### src/rtl/mem_port_arbiter.sv
// Shares one single-port synchronous memory between the instruction-fetch port
// and the load/store port; each access runs IDLE -> ISSUE -> RESP.
module mem_port_arbiter #(
  parameter int ADDR_W   = 32,
  parameter int MEM_AW   = 10,
  parameter int MAX_WAIT = 4
) (
  input  logic              clk,
  input  logic              reset,
  input  logic              if_req,
  input  logic [ADDR_W-1:0] if_addr,
  output logic [31:0]       if_rdata,
  output logic              if_valid,
  input  logic              d_req,
  input  logic              d_we,
  input  logic [2:0]        d_size,
  input  logic [ADDR_W-1:0] d_addr,
  input  logic [31:0]       d_wdata,
  output logic [31:0]       d_rdata,
  output logic              d_valid,
  output logic              d_err,
  output logic              mem_en,
  output logic [3:0]        mem_be,
  output logic [MEM_AW-1:0] mem_addr,
  output logic [31:0]       mem_wdata,
  input  logic [31:0]       mem_rdata
);

  // state  | meaning
  // IDLE   | pick a winner and latch its command
  // ISSUE  | memory command on mem_*; mem_en low for a rejected data access
  // RESP   | one-cycle valid pulse, read data comes straight from mem_rdata
  localparam logic [1:0] S_IDLE  = 2'd0;
  localparam logic [1:0] S_ISSUE = 2'd1;
  localparam logic [1:0] S_RESP  = 2'd2;

  localparam logic [3:0] LP_MAX_WAIT = 4'(MAX_WAIT);

  logic [1:0]        r_state;
  logic [3:0]        r_wait_cnt;
  logic              r_is_fetch;
  logic              r_we;
  logic              r_bad;
  logic [2:0]        r_size;
  logic [1:0]        r_off;
  logic              r_mem_en;
  logic [3:0]        r_mem_be;
  logic [MEM_AW-1:0] r_mem_addr;
  logic [31:0]       r_mem_wdata;
  logic              r_if_valid;
  logic              r_d_valid;
  logic              r_d_err;
  logic [31:0]       r_if_hold;
  logic [31:0]       r_d_hold;

  logic        w_fetch_win;
  logic        w_d_bad;
  logic [3:0]  w_st_be;
  logic [31:0] w_st_wdata;
  logic [31:0] w_rsh;
  logic [31:0] w_load_data;
  logic        w_unused_bits;

  assign w_unused_bits = ^{if_addr[1:0], if_addr[ADDR_W-1:MEM_AW+2],
                           d_addr[ADDR_W-1:MEM_AW+2]};

  always_comb begin
    w_fetch_win = if_req && (!d_req || (r_wait_cnt >= LP_MAX_WAIT));
    w_d_bad     = 1'b1;
    w_st_be     = 4'b1111;
    w_st_wdata  = d_wdata;
    case (d_size)
      3'b000, 3'b100: begin
        w_d_bad    = 1'b0;
        w_st_be    = 4'b0001 << d_addr[1:0];
        w_st_wdata = {4{d_wdata[7:0]}};
      end
      3'b001, 3'b101: begin
        w_d_bad    = d_addr[0];
        w_st_be    = 4'b0011 << d_addr[1:0];
        w_st_wdata = {2{d_wdata[15:0]}};
      end
      3'b010:  w_d_bad = (d_addr[1:0] != 2'b00);
      default: w_d_bad = 1'b1;
    endcase
  end

  // Memory read data only exists during RESP, so the load result is formed
  // from mem_rdata in that cycle and captured into the hold register after.
  always_comb begin
    w_rsh = mem_rdata >> {r_off, 3'b000};
    case (r_size)
      3'b000:  w_load_data = {{24{w_rsh[7]}}, w_rsh[7:0]};
      3'b100:  w_load_data = {24'b0, w_rsh[7:0]};
      3'b001:  w_load_data = {{16{w_rsh[15]}}, w_rsh[15:0]};
      3'b101:  w_load_data = {16'b0, w_rsh[15:0]};
      default: w_load_data = mem_rdata;
    endcase
    if (r_we || r_d_err) w_load_data = '0;
  end

  always_ff @(posedge clk) begin
    if (reset) begin
      r_state     <= S_IDLE;
      r_wait_cnt  <= '0;
      r_is_fetch  <= 1'b0;
      r_we        <= 1'b0;
      r_bad       <= 1'b0;
      r_size      <= '0;
      r_off       <= '0;
      r_mem_en    <= 1'b0;
      r_mem_be    <= '0;
      r_mem_addr  <= '0;
      r_mem_wdata <= '0;
      r_if_valid  <= 1'b0;
      r_d_valid   <= 1'b0;
      r_d_err     <= 1'b0;
      r_if_hold   <= '0;
      r_d_hold    <= '0;
    end else begin
      case (r_state)
        S_IDLE: begin
          if (if_req || d_req) begin
            r_state    <= S_ISSUE;
            r_is_fetch <= w_fetch_win;
            if (w_fetch_win) begin
              r_wait_cnt  <= '0;
              r_we        <= 1'b0;
              r_bad       <= 1'b0;
              r_size      <= 3'b010;
              r_off       <= 2'b00;
              r_mem_en    <= 1'b1;
              r_mem_be    <= 4'b0000;
              r_mem_addr  <= if_addr[MEM_AW+1:2];
              r_mem_wdata <= '0;
            end else begin
              if (if_req && r_wait_cnt != 4'hF) r_wait_cnt <= r_wait_cnt + 4'd1;
              r_we        <= d_we;
              r_bad       <= w_d_bad;
              r_size      <= d_size;
              r_off       <= d_addr[1:0];
              r_mem_en    <= !w_d_bad;
              r_mem_be    <= (d_we && !w_d_bad) ? w_st_be : 4'b0000;
              r_mem_addr  <= d_addr[MEM_AW+1:2];
              r_mem_wdata <= (d_we && !w_d_bad) ? w_st_wdata : '0;
            end
          end
        end
        S_ISSUE: begin
          r_mem_en    <= 1'b0;
          r_mem_be    <= '0;
          r_mem_addr  <= '0;
          r_mem_wdata <= '0;
          r_if_valid  <= r_is_fetch;
          r_d_valid   <= !r_is_fetch;
          r_d_err     <= !r_is_fetch && r_bad;
          r_state     <= S_RESP;
        end
        S_RESP: begin
          r_if_valid <= 1'b0;
          r_d_valid  <= 1'b0;
          r_d_err    <= 1'b0;
          if (r_if_valid) r_if_hold <= mem_rdata;
          if (r_d_valid)  r_d_hold  <= w_load_data;
          r_state    <= S_IDLE;
        end
        default: r_state <= S_IDLE;
      endcase
    end
  end

  assign mem_en    = r_mem_en;
  assign mem_be    = r_mem_be;
  assign mem_addr  = r_mem_addr;
  assign mem_wdata = r_mem_wdata;
  assign if_valid  = r_if_valid;
  assign d_valid   = r_d_valid;
  assign d_err     = r_d_err;
  assign if_rdata  = r_if_valid ? mem_rdata : r_if_hold;
  assign d_rdata   = r_d_valid ? w_load_data : r_d_hold;

endmodule

### config.mk
export PLATFORM = sky130hd
export DESIGN_NAME = mem_port_arbiter
export DESIGN_NICKNAME = d
export VERILOG_FILES = /design/src/rtl/mem_port_arbiter.sv
export SDC_FILE = /design/constraint.sdc
export NUM_CORES = 1
export LEC_CHECK = 0
export ABC_AREA = 1
export CORE_MARGIN = 5
export CORE_UTILIZATION = 40
export CTS_CLUSTER_DIAMETER = 100
export DETAILED_ROUTE_END_ITERATION = 12
export PLACE_DENSITY = 0.73
export SLEW_MARGIN = 20
export SYNTH_ARGS = -nofsm -noshare
export SYNTH_HDL_FRONTEND = slang
export SYNTH_SLANG_ARGS = --single-unit
export TNS_END_PERCENT = 10
### constraint.sdc
create_clock -name clk -period 3.6 [get_ports clk]
set_input_delay 1.08 -clock clk [delete_from_list [all_inputs] [get_ports clk]]
set_output_delay 1.08 -clock clk [all_outputs]
set_load 0.01 [all_outputs]
==> metrics.yaml <==
worst_setup_path:
  required_ns: 2.52
  cp.arrival_ns: 2.48
  startpoint_type: "input port"
  worstReg2RegStart: "r_state[0]$_SDFFE_PP0P_"
  critical_path.max_fanout: 2
  reg2reg_depth: 11
  r2r-end: "mem_wdata[23]$_SDFFE_PP0P_"
  path_class: "input port to output pin"
  endpoint_kind: "output pin"
  regToRegSetupSlack_ns: 1.49
cts:
  htree_num_levels: 4
  cts.path.max_buffers: 2
  clock-sinks: 128
  cts-hold-fix-buffers: 0
  tritoncts: "done"
  numCtsBuffers: 17
  clk_latency_ns: 0.42
  clk_pin_slew_ns: 0.06
  ctsRootBufferMaster: "clkbuf_16"
drt:
  routedWlPerCell_um: 14.2
  drt_iter0_drc: 578
  routed_wl_mm: 23.1
  vias_per_cell: 4.85
  vias: 7896
  firstDrtPassIters: 8
  antenna_left: 0
  drc: 0
floorplanning:
  die_area_sq_um: 20900
  die_x_um: 145
  io_pins: 250
  start_util_pct: 40.5
  die_y_um: 145
  core_area_sq_um: 17900
  core.rowCount: 49
pwr:
  leakage_nw: 4.82
  share_comb_of_total_power_pct: 30.0
  ir_drop_uv: 390
  intPower_w: 0.00315
  swShare_pct: 32.4
  p_clk_share_pct: 35.8
  power.density_nw_per_um2: 457
  power.switching_w: 0.00151
  p_seq_share_pct: 34.2
synthesis:
  synth_nets: 1318
  synth_most_common_cell: "nand2_1"
  synth_area_sq_um: 7250
  yosysUniqueCellTypes: 38
  synthArstFlopShare_pct: 0
  synth-edff-count: 0
  yosys.area.top_type_share_pct: 35.3
  synth_ff_type: "dfxtp_1"
  netlist_instances: 1178
  ys_ff_latch: 128
  ys_top_cells_by_area: "dfxtp_1, nand2_1, nor2_1"
  yosysWarnings: 0
  synth_common_cells: "nand2_1, nor2_1, inv_1"
  synth_seq_area_share_pct: 35.3
  synth_largest_area_cell: "dfxtp_1"
  avgSynthCellArea_sq_um: 6.16
hold_path:
  holdPathStages: 2
  holdCritPathClass: "flop to flop"
  hp-start: "r_wait_cnt[3]$_SDFFE_PP0P_"
  worstHoldEndpoint: "r_wait_cnt[3]$_SDFFE_PP0P_"
place:
  dp.cells: 1593
  globalplace.congestion: 0.871
  dp_slack_ns: -0.490
  dp_hpwl_mm: 16.8
  port_buffers: 207
timing:
  setup_tns_ns: 0
  max_freq_ghz: 0.281
  slew_headroom_pct: 54.3
  finalHoldViolations: 0
  maxSlewViolCount: 0
  rsz0062_at_grt: "true"
  finalWorstSetupSlack_ns: 0.0405
  whs_ns: 0.450
  finalSetupViolations: 0
  period_share_pct: 98.9
  final.setup_skew_ns: 0.00840
  finalCriticalPeriod_ns: 3.56
  tightest_slew_ns: 0.685
run:
  max-cap-violations: 0
grt:
  grt_usage_pct: 22.1
  grt_max_degree: 64
  grt_pass1_wl_mm: 36.5
  grt_pass1_vias: 7242
  grt_overflow: 0
  antenna_found_initial: 0
layout:
  area_growth_pct: 40.8
  layout.cells.non_filler: 1628
  drive_gt1_share_pct: 10.2
  final_nets: 1525
  utilization_pct: 57.0
status:
  status: "complete, no violations"
## worst max path at each step
stage	start	to	slack [ns]
after global routing	mem_rdata[23]	d_rdata[16]	-0.05
after CTS	mem_rdata[10]	d_rdata[2]	-0.09
after detailed placement	mem_rdata[31]	d_rdata[27]	-0.49
after global placement	mem_rdata[31]	d_rdata[27]	-0.48
final	mem_rdata[1]	if_rdata[1]	0.04
after floorplan	mem_rdata[15]	d_rdata[16]	0.72
## kinds of logic (layout without fill, tap and decap cells)
kind of cell	Yosys count	count (layout)	synth area share [%]
buffers and inverters	221	440	12.8
adders and majority gates	4	4	0.690
DFF	128	128	35.3
other	0	2	0
and+or+nand+nor	626	626	36.6
xor gates and xnor gates	1	1	0.121
AOI/OAI and AO/OA	198	198	14.4
## critical path, cell delays in order
cell and delay [ns]:
clkdlybuf4s50_1 0.52, buf_4 0.12, nand2_1 0.04, o21ai_0 0.14, clkdlybuf4s50_1 0.58
## cell type report
| cell class | count | area [sq um] |
|---|---|---|
| Sequential cell | 128 | 2560 |
| Inverter | 150 | 566 |
| Clock inverter | 11 | 116 |
| Tap cell | 229 | 287 |
| Antenna cell | 2 | 5.00 |
| Multi-Input combinational cell | 829 | 3770 |
| Fill cell | 1779 | 7690 |
| Clock buffer | 20 | 447 |
| Timing Repair Buffer | 259 | 2450 |
## metal layers
layer | vias to the layer above | wire, um | GRT usage (%)
met5 | - | 0 | 0
met4 | 0 | 518 | 7.22
met3 | 41 | 2630 | 8.66
met2 | 293 | 10500 | 36.0
met1 | 3474 | 9520 | 26.7
li1 | 4088 | - | -
## placed cells by master (no fill, tap or decap), types with 4 or more instances in the layout
master	count
inv_1	139
nand3_1	68
o21ai_0	65
inv_2	8
o22ai_1	8
nand2_1	296
nand2_2	4
nor2_1	221
dfxtp_1	127
clkbuf_2	9
a21oi_1	87
buf_4	48
clkdlybuf4s15_1	7
dlymetal6s2s_1	5
dlygate4sd2_1	29
nor2_2	12
o2111ai_1	5
o21ai_1	23
nand2_4	11
clkinv_2	5
clkdlybuf4s50_1	156
clkbuf_16	17
## sequential cells by signal, indices dropped and copies added, names as in the netlist
signal and cells:
r_wait_cnt 4, mem_be 4, mem_en 1, r_is_fetch 1, mem_wdata 32, mem_addr 10, r_off 2, r_size 3
r_state 2, r_d_hold 32, r_bad 1, d_err 1, if_valid 1, r_we 1, d_valid 1, r_if_hold 32
## timing repair
| item | 4_1_cts | 5_1_grt |
|---|---|---|
| buffers inserted | 1 | 0 |
| setup endpoints to repair | 42 | 28 |
| resized for setup | 57 | 23 |
| cloned | 1 | 0 |
| pin swaps | 5 | 2 |
| hold endpoints to repair | 0 | 0 |
## through the flow
step                      area (sq um)  total power [W]
final                            10200          0.00466
after floorplan                   7250          0.00244
after CTS                        10200          0.00471
after detailed placement          9660          0.00304
after global routing             10200          0.00494
after global placement            9660          0.00303
## power groups by stage
stage | Clock (W) | Sequential (W) | Combinational [W]
2_1_floorplan | 0 | 0.00161 | 0.000829
3_3_place_gp | 0 | 0.00162 | 0.00141
3_5_place_dp | 0 | 0.00162 | 0.00142
4_1_cts | 0.00170 | 0.00159 | 0.00141
5_1_grt | 0.00178 | 0.00161 | 0.00155
6_report | 0.00167 | 0.00160 | 0.00140
(Power assumes the default switching activity.)
